==> config.mk <==
export PLATFORM = sky130hd
export DESIGN_NAME = qcv_lsu
export DESIGN_NICKNAME = d
export VERILOG_FILES = /design/src/rtl/qcv_lsu.sv
export SDC_FILE = /design/constraint.sdc
export NUM_CORES = 1
export LEC_CHECK = 0
export ABC_CLOCK_PERIOD_IN_PS = 2300
export CAP_MARGIN = 20
export CORE_ASPECT_RATIO = 0.7
export CORE_MARGIN = 2
export CORE_UTILIZATION = 45
export DETAILED_ROUTE_END_ITERATION = 7
export MAX_ROUTING_LAYER = met4
export PLACE_DENSITY = 0.78
export SYNTH_ARGS = -nofsm -noshare
export SYNTH_HDL_FRONTEND = slang
export SYNTH_SLANG_ARGS = --single-unit
==> constraint.sdc <==
create_clock -name clk_i -period 2.3 [get_ports clk_i]
set_input_delay 0.46 -clock clk_i [delete_from_list [all_inputs] [get_ports clk_i]]
set_output_delay 0.46 -clock clk_i [all_outputs]
set_load 0.005 [all_outputs]
==> src/rtl/qcv_lsu.sv <==
// Load/store unit for the qcv core: runs one access at a time on the req/gnt/rvalid data bus.
// Misaligned accesses are split into two word-aligned beats, and load data is aligned and extended.
module qcv_lsu (
  input  logic        clk_i,
  input  logic        rst_ni,
  input  logic        lsu_req_i,
  input  logic        lsu_we_i,
  input  logic [1:0]  lsu_type_i,
  input  logic        lsu_sign_ext_i,
  input  logic [31:0] lsu_addr_i,
  input  logic [31:0] lsu_wdata_i,
  output logic        lsu_busy_o,
  output logic        lsu_resp_valid_o,
  output logic        lsu_resp_err_o,
  output logic        lsu_rf_we_o,
  output logic [31:0] lsu_rdata_o,
  output logic        data_req_o,
  input  logic        data_gnt_i,
  input  logic        data_rvalid_i,
  input  logic        data_err_i,
  output logic        data_we_o,
  output logic [3:0]  data_be_o,
  output logic [31:0] data_addr_o,
  output logic [31:0] data_wdata_o,
  input  logic [31:0] data_rdata_i
);

  typedef enum logic [2:0] {
    S_IDLE  = 3'd0,
    S_REQ1  = 3'd1,
    S_RESP1 = 3'd2,
    S_REQ2  = 3'd3,
    S_RESP2 = 3'd4
  } state_e;

  state_e      r_state;
  logic [31:0] r_addr;
  logic [31:0] r_wdata;
  logic [31:0] r_beat1;
  logic [1:0]  r_type;
  logic        r_we;
  logic        r_sext;
  logic        r_resp_valid;
  logic        r_resp_err;
  logic        r_rf_we;
  logic [31:0] r_rdata;

  logic [1:0]  w_off;
  logic [3:0]  w_base_be;
  logic [7:0]  w_be8;
  logic [63:0] w_wd64;
  logic        w_split;
  logic [31:0] w_word_addr;
  logic [31:0] w_lo;
  logic [31:0] w_hi;
  logic [31:0] w_r32;
  logic [31:0] w_load;
  logic        w_last_beat;

  assign w_off       = r_addr[1:0];
  assign w_word_addr = {r_addr[31:2], 2'b00};

  always_comb begin
    case (r_type)
      2'b00:   w_base_be = 4'b0001;
      2'b01:   w_base_be = 4'b0011;
      default: w_base_be = 4'b1111;
    endcase
  end

  assign w_be8   = {4'b0000, w_base_be} << w_off;
  assign w_wd64  = {32'b0, r_wdata} << {w_off, 3'b000};
  assign w_split = |w_be8[7:4];

  // The final beat's data is still on the bus at the completing edge, so assemble from it directly.
  assign w_lo  = (r_state == S_RESP1) ? data_rdata_i : r_beat1;
  assign w_hi  = (r_state == S_RESP2) ? data_rdata_i : 32'b0;
  assign w_r32 = 32'({w_hi, w_lo} >> {w_off, 3'b000});

  always_comb begin
    case (r_type)
      2'b00:   w_load = {{24{r_sext & w_r32[7]}}, w_r32[7:0]};
      2'b01:   w_load = {{16{r_sext & w_r32[15]}}, w_r32[15:0]};
      default: w_load = w_r32;
    endcase
  end

  assign w_last_beat = data_rvalid_i &&
                       ((r_state == S_RESP2) ||
                        ((r_state == S_RESP1) && (data_err_i || !w_split)));

  always_comb begin
    data_req_o   = 1'b0;
    data_we_o    = 1'b0;
    data_be_o    = 4'b0000;
    data_addr_o  = 32'b0;
    data_wdata_o = 32'b0;
    if (r_state == S_REQ1) begin
      data_req_o   = 1'b1;
      data_we_o    = r_we;
      data_be_o    = w_be8[3:0];
      data_addr_o  = w_word_addr;
      data_wdata_o = w_wd64[31:0];
    end else if (r_state == S_REQ2) begin
      data_req_o   = 1'b1;
      data_we_o    = r_we;
      data_be_o    = w_be8[7:4];
      data_addr_o  = w_word_addr + 32'd4;
      data_wdata_o = w_wd64[63:32];
    end
  end

  always_ff @(posedge clk_i) begin
    if (!rst_ni) begin
      r_state      <= S_IDLE;
      r_addr       <= 32'b0;
      r_wdata      <= 32'b0;
      r_beat1      <= 32'b0;
      r_type       <= 2'b00;
      r_we         <= 1'b0;
      r_sext       <= 1'b0;
      r_resp_valid <= 1'b0;
      r_resp_err   <= 1'b0;
      r_rf_we      <= 1'b0;
      r_rdata      <= 32'b0;
    end else begin
      r_resp_valid <= 1'b0;
      r_resp_err   <= 1'b0;
      r_rf_we      <= 1'b0;
      case (r_state)
        S_IDLE: begin
          if (lsu_req_i) begin
            r_addr  <= lsu_addr_i;
            r_wdata <= lsu_wdata_i;
            r_type  <= lsu_type_i;
            r_we    <= lsu_we_i;
            r_sext  <= lsu_sign_ext_i;
            r_state <= S_REQ1;
          end
        end
        S_REQ1:  if (data_gnt_i) r_state <= S_RESP1;
        S_RESP1: begin
          if (data_rvalid_i) begin
            r_beat1 <= data_rdata_i;
            // A first-beat error completes the access without issuing the second beat.
            r_state <= (data_err_i || !w_split) ? S_IDLE : S_REQ2;
          end
        end
        S_REQ2:  if (data_gnt_i) r_state <= S_RESP2;
        S_RESP2: if (data_rvalid_i) r_state <= S_IDLE;
        default: r_state <= S_IDLE;
      endcase
      if (w_last_beat) begin
        r_resp_valid <= 1'b1;
        r_resp_err   <= data_err_i;
        r_rf_we      <= !r_we && !data_err_i;
        r_rdata      <= w_load;
      end
    end
  end

  assign lsu_busy_o       = (r_state != S_IDLE);
  assign lsu_resp_valid_o = r_resp_valid;
  assign lsu_resp_err_o   = r_resp_err;
  assign lsu_rf_we_o      = r_rf_we;
  assign lsu_rdata_o      = r_rdata;

endmodule
==> results.cfg <==
[yosys]
synth_most_common_cell = nand2_1
syn-mean-instance-area_um2 = 7.82
synth.distinct_cells = 52
yosysTopAreaCell = dfxtp_1
post_synth_main_area_contributors = dfxtp_1 (34%), nand2_1 (11%), mux2i_1 (10%), a21boi_0 (9.4%), nor2_1 (3.3%)
ys_async_sr_fraction_pct = 0
synth-seq-cells = 138
synth.yosys.seq_area_share_pct = 34.4
netlist.area_leader.share_pct = 34.4
synth-main-ff-cell = dfxtp_1
edff_count_synth = 0
netlist_top_cells_count = nand2_1 (234), dfxtp_1 (138), a21boi_0 (100)
synth_warnings = 0
post_synth_instance_area_mm2 = 0.00803
synth_cells = 1027

[timing]
timing_hold_violations_final = 0
timing_max_transition_violations_final = 0
unrepaired_setup_endpoints_after_global_routing = yes
setup_viol_count_final = 59
maximum_clock_frequency_ghz = 0.374
timing.setup.tns_ns = -7.22
setup_ws_ns = -0.373
timing.final.crit_share_pct = 116
timing_worst_slew_pin_value_ns = 0.542
worst_slew_margin_rel_pct = 63.8
min_period_ns = 2.67
final.setup_skew_ns = 0.0116
hold_slack_ns = 0.458

[cts]
clock-root-buffer = clkbuf_16
tritoncts_buffers = 17
cts.clk_slew.worst_paths_ns = 0.06
cts_hold_buffers = 0
clock_tree.buffer_depth = 2
number_of_sinks_on_the_clock_net = 138
ctsHtreeMaxLevel = 4
clock_insertion_delay_worst_skew_ns = 0.44
clock_tree_from_tritoncts = yes

[critical_path]
cp_launch_type = flop
max_stage_delay_ns = 0.35
critical_path.n_buffers_inverters = 3
crit_family = simple AND/OR/NAND/NOR gates
biggest_fanout_along_the_worst_timing_path = 4
worstPathCellList = nand4_1 > or2_4 > buf_6 > buf_8 > nor4_4 > xnor2_1 > nor2_1 > buf_2
worstSetupEndpointType = output port
cp_max_stage_cell = dfxtp_2
required_ns = 1.84
setup.worst_path.class = reg -> out
worstPathArrival_ns = 2.21

[floorplanning]
fp.dieW_um = 164
core_area_mm2 = 0.0173
die_y_um = 116
floorplan.initialDensity_pct = 46.4
fp.dieArea_mm2 = 0.0189
ios = 212
floorplan.rows = 40

[cells_and_area]
final_layout_size_suffix_gt1_share_pct = 30.7
n_antenna_cell = 0
nNetsFinal = 1431
syn2layout_area_growth_pct = 59.0
fin_util_pct = 73.7

[placed_design]
dp_hpwl_um = 19000
gp_routability_congestion = 0.909
pre_cts_slack_ns = -0.228
port-buffer-count = 209

[pwr]
vdd_drop_max_mv = 0.330
leakagePower_nw = 4.94
power.density_cell_area_mw_per_mm2 = 542
design_power_total_w = 0.00692

[drt]
vias = 9527
detail_route.wirelength_um = 33700
avgViaCountPerCell = 6.08
detailed_routing_iteration_count_for_the_pre_antenna_repair_pass = 8
drt_first_iter_violations = 1316
antenna_left = 0
post_drt_wl_per_cell_um = 21.5
post-route-drc-count = 2

[flow_run]
drv.max_cap_violation_count = 0

[outcome]
status = finished, violations left
failed_checks = design-rule violations, negative setup slack

[global_route]
grt-ovfl-total = 0
grt_pass1_wl_um = 46100
antenna_found_initial = 0
vias_in_the_first_global_route = 8369
grt_max_degree = 57
groute.usage.overall_pct = 32.1

[worst_hold_path]
hp-class = reg -> reg
==> cells by family after synthesis <==
| group | share of synthesized area [%] |
|---|---|
| flip-flops | 34.4 |
| AO/OA/AOI/OAI | 23.4 |
| other | 0.0467 |
| AND/OR/NAND/NOR | 21.7 |
| adder cells (fa/ha/maj) | 0.156 |
| multiplexers | 12.5 |
| buffers and inverters | 4.79 |
| XOR/XNOR | 2.95 |
==> sequential cells by signal, indices dropped and copies added, names as in the netlist <==
| register | flops |
|---|---|
| lsu_resp_valid_o | 1 |
| lsu_rdata_o | 32 |
| lsu_rf_we_o | 1 |
| r_we | 1 |
| r_wdata | 32 |
| r_sext | 1 |
| r_state | 3 |
| r_beat1 | 32 |
| r_type | 2 |
| r_addr | 32 |
| lsu_resp_err_o | 1 |
==> power breakdown <==
group / switching (W) / internal [W]
combinational: 0.000905 / 0.000851
clock: 0.00110 / 0.00139
sequential: 0.000141 / 0.00253
total: 0.00214 / 0.00478
==> per-layer routing <==
metal | GRT usage [%] | wire, µm | vias to the layer above
met5 | - | 0 | -
met4 | 9.30 | 1290 | 0
met3 | 8.41 | 3960 | 138
met2 | 46.6 | 14800 | 708
met1 | 44.1 | 13600 | 4498
li1 | - | - | 4183
==> layout by cell type, fill, tap and decap left out, types with 8 or more instances in the layout <==
cell,netlist,layout
a21oi_2,0,13
nor2_1,70,62
mux4_2,9,9
nand2_1,234,224
nor4_4,0,9
clkbuf_2,0,14
mux2i_1,80,73
buf_2,4,45
o221a_2,16,16
nor3_4,0,10
inv_1,8,8
a31oi_1,23,13
dfxtp_1,138,123
and2_1,14,12
buf_4,2,100
xnor2_1,24,19
a21boi_0,100,100
dfxtp_2,0,12
buf_6,0,40
clkdlybuf4s50_1,0,140
nand3_1,12,8
a31oi_4,0,9
buf_12,0,10
clkbuf_16,0,20
o21ai_0,45,35
a21oi_1,51,38
nand2_2,0,10
==> final timing paths <==
path / from / to / slack, ns / cells past startpoint
max: r_addr[4]$_SDFFE_PN0P_ / data_addr_o[27] / -0.37 / 8
min: r_we$_SDFFE_PN0P_ / lsu_rf_we_o$_SDFF_PN0_ / 0.46 / 1
max reg2reg: r_state[1]$_SDFFE_PN0P_ / lsu_rdata_o[20]$_SDFFE_PN0P_ / -0.04 / 9
min reg2reg: r_we$_SDFFE_PN0P_ / lsu_rf_we_o$_SDFF_PN0_ / 0.46 / 1
==> through the flow <==
stage          cells  area (µm²)
3_5_place_dp    1482       10900
5_1_grt         1568       12800
3_3_place_gp    1482       10900
6_report        1568       12800
4_1_cts         1548       12100
2_1_floorplan   1028        8030
==> repair_timing <==
action,in CTS,in global routing
buffers inserted,31,21
gates resized for setup,280,193
endpoints found under the setup margin,93,84
cloned,3,3
pin swaps,50,50
hold endpoints to repair,0,0
==> final cells by class <==
cell class,instances,area [µm²]
repair buffers,365,3340
clock buffers,24,462
clock inverters,8,47.5
flip-flops and latches,138,2790
inverters,10,37.5
well taps,231,289
multi-input cells,792,5800
fillers,1167,4560
Note: power is estimated with default switching activity, not from simulation.
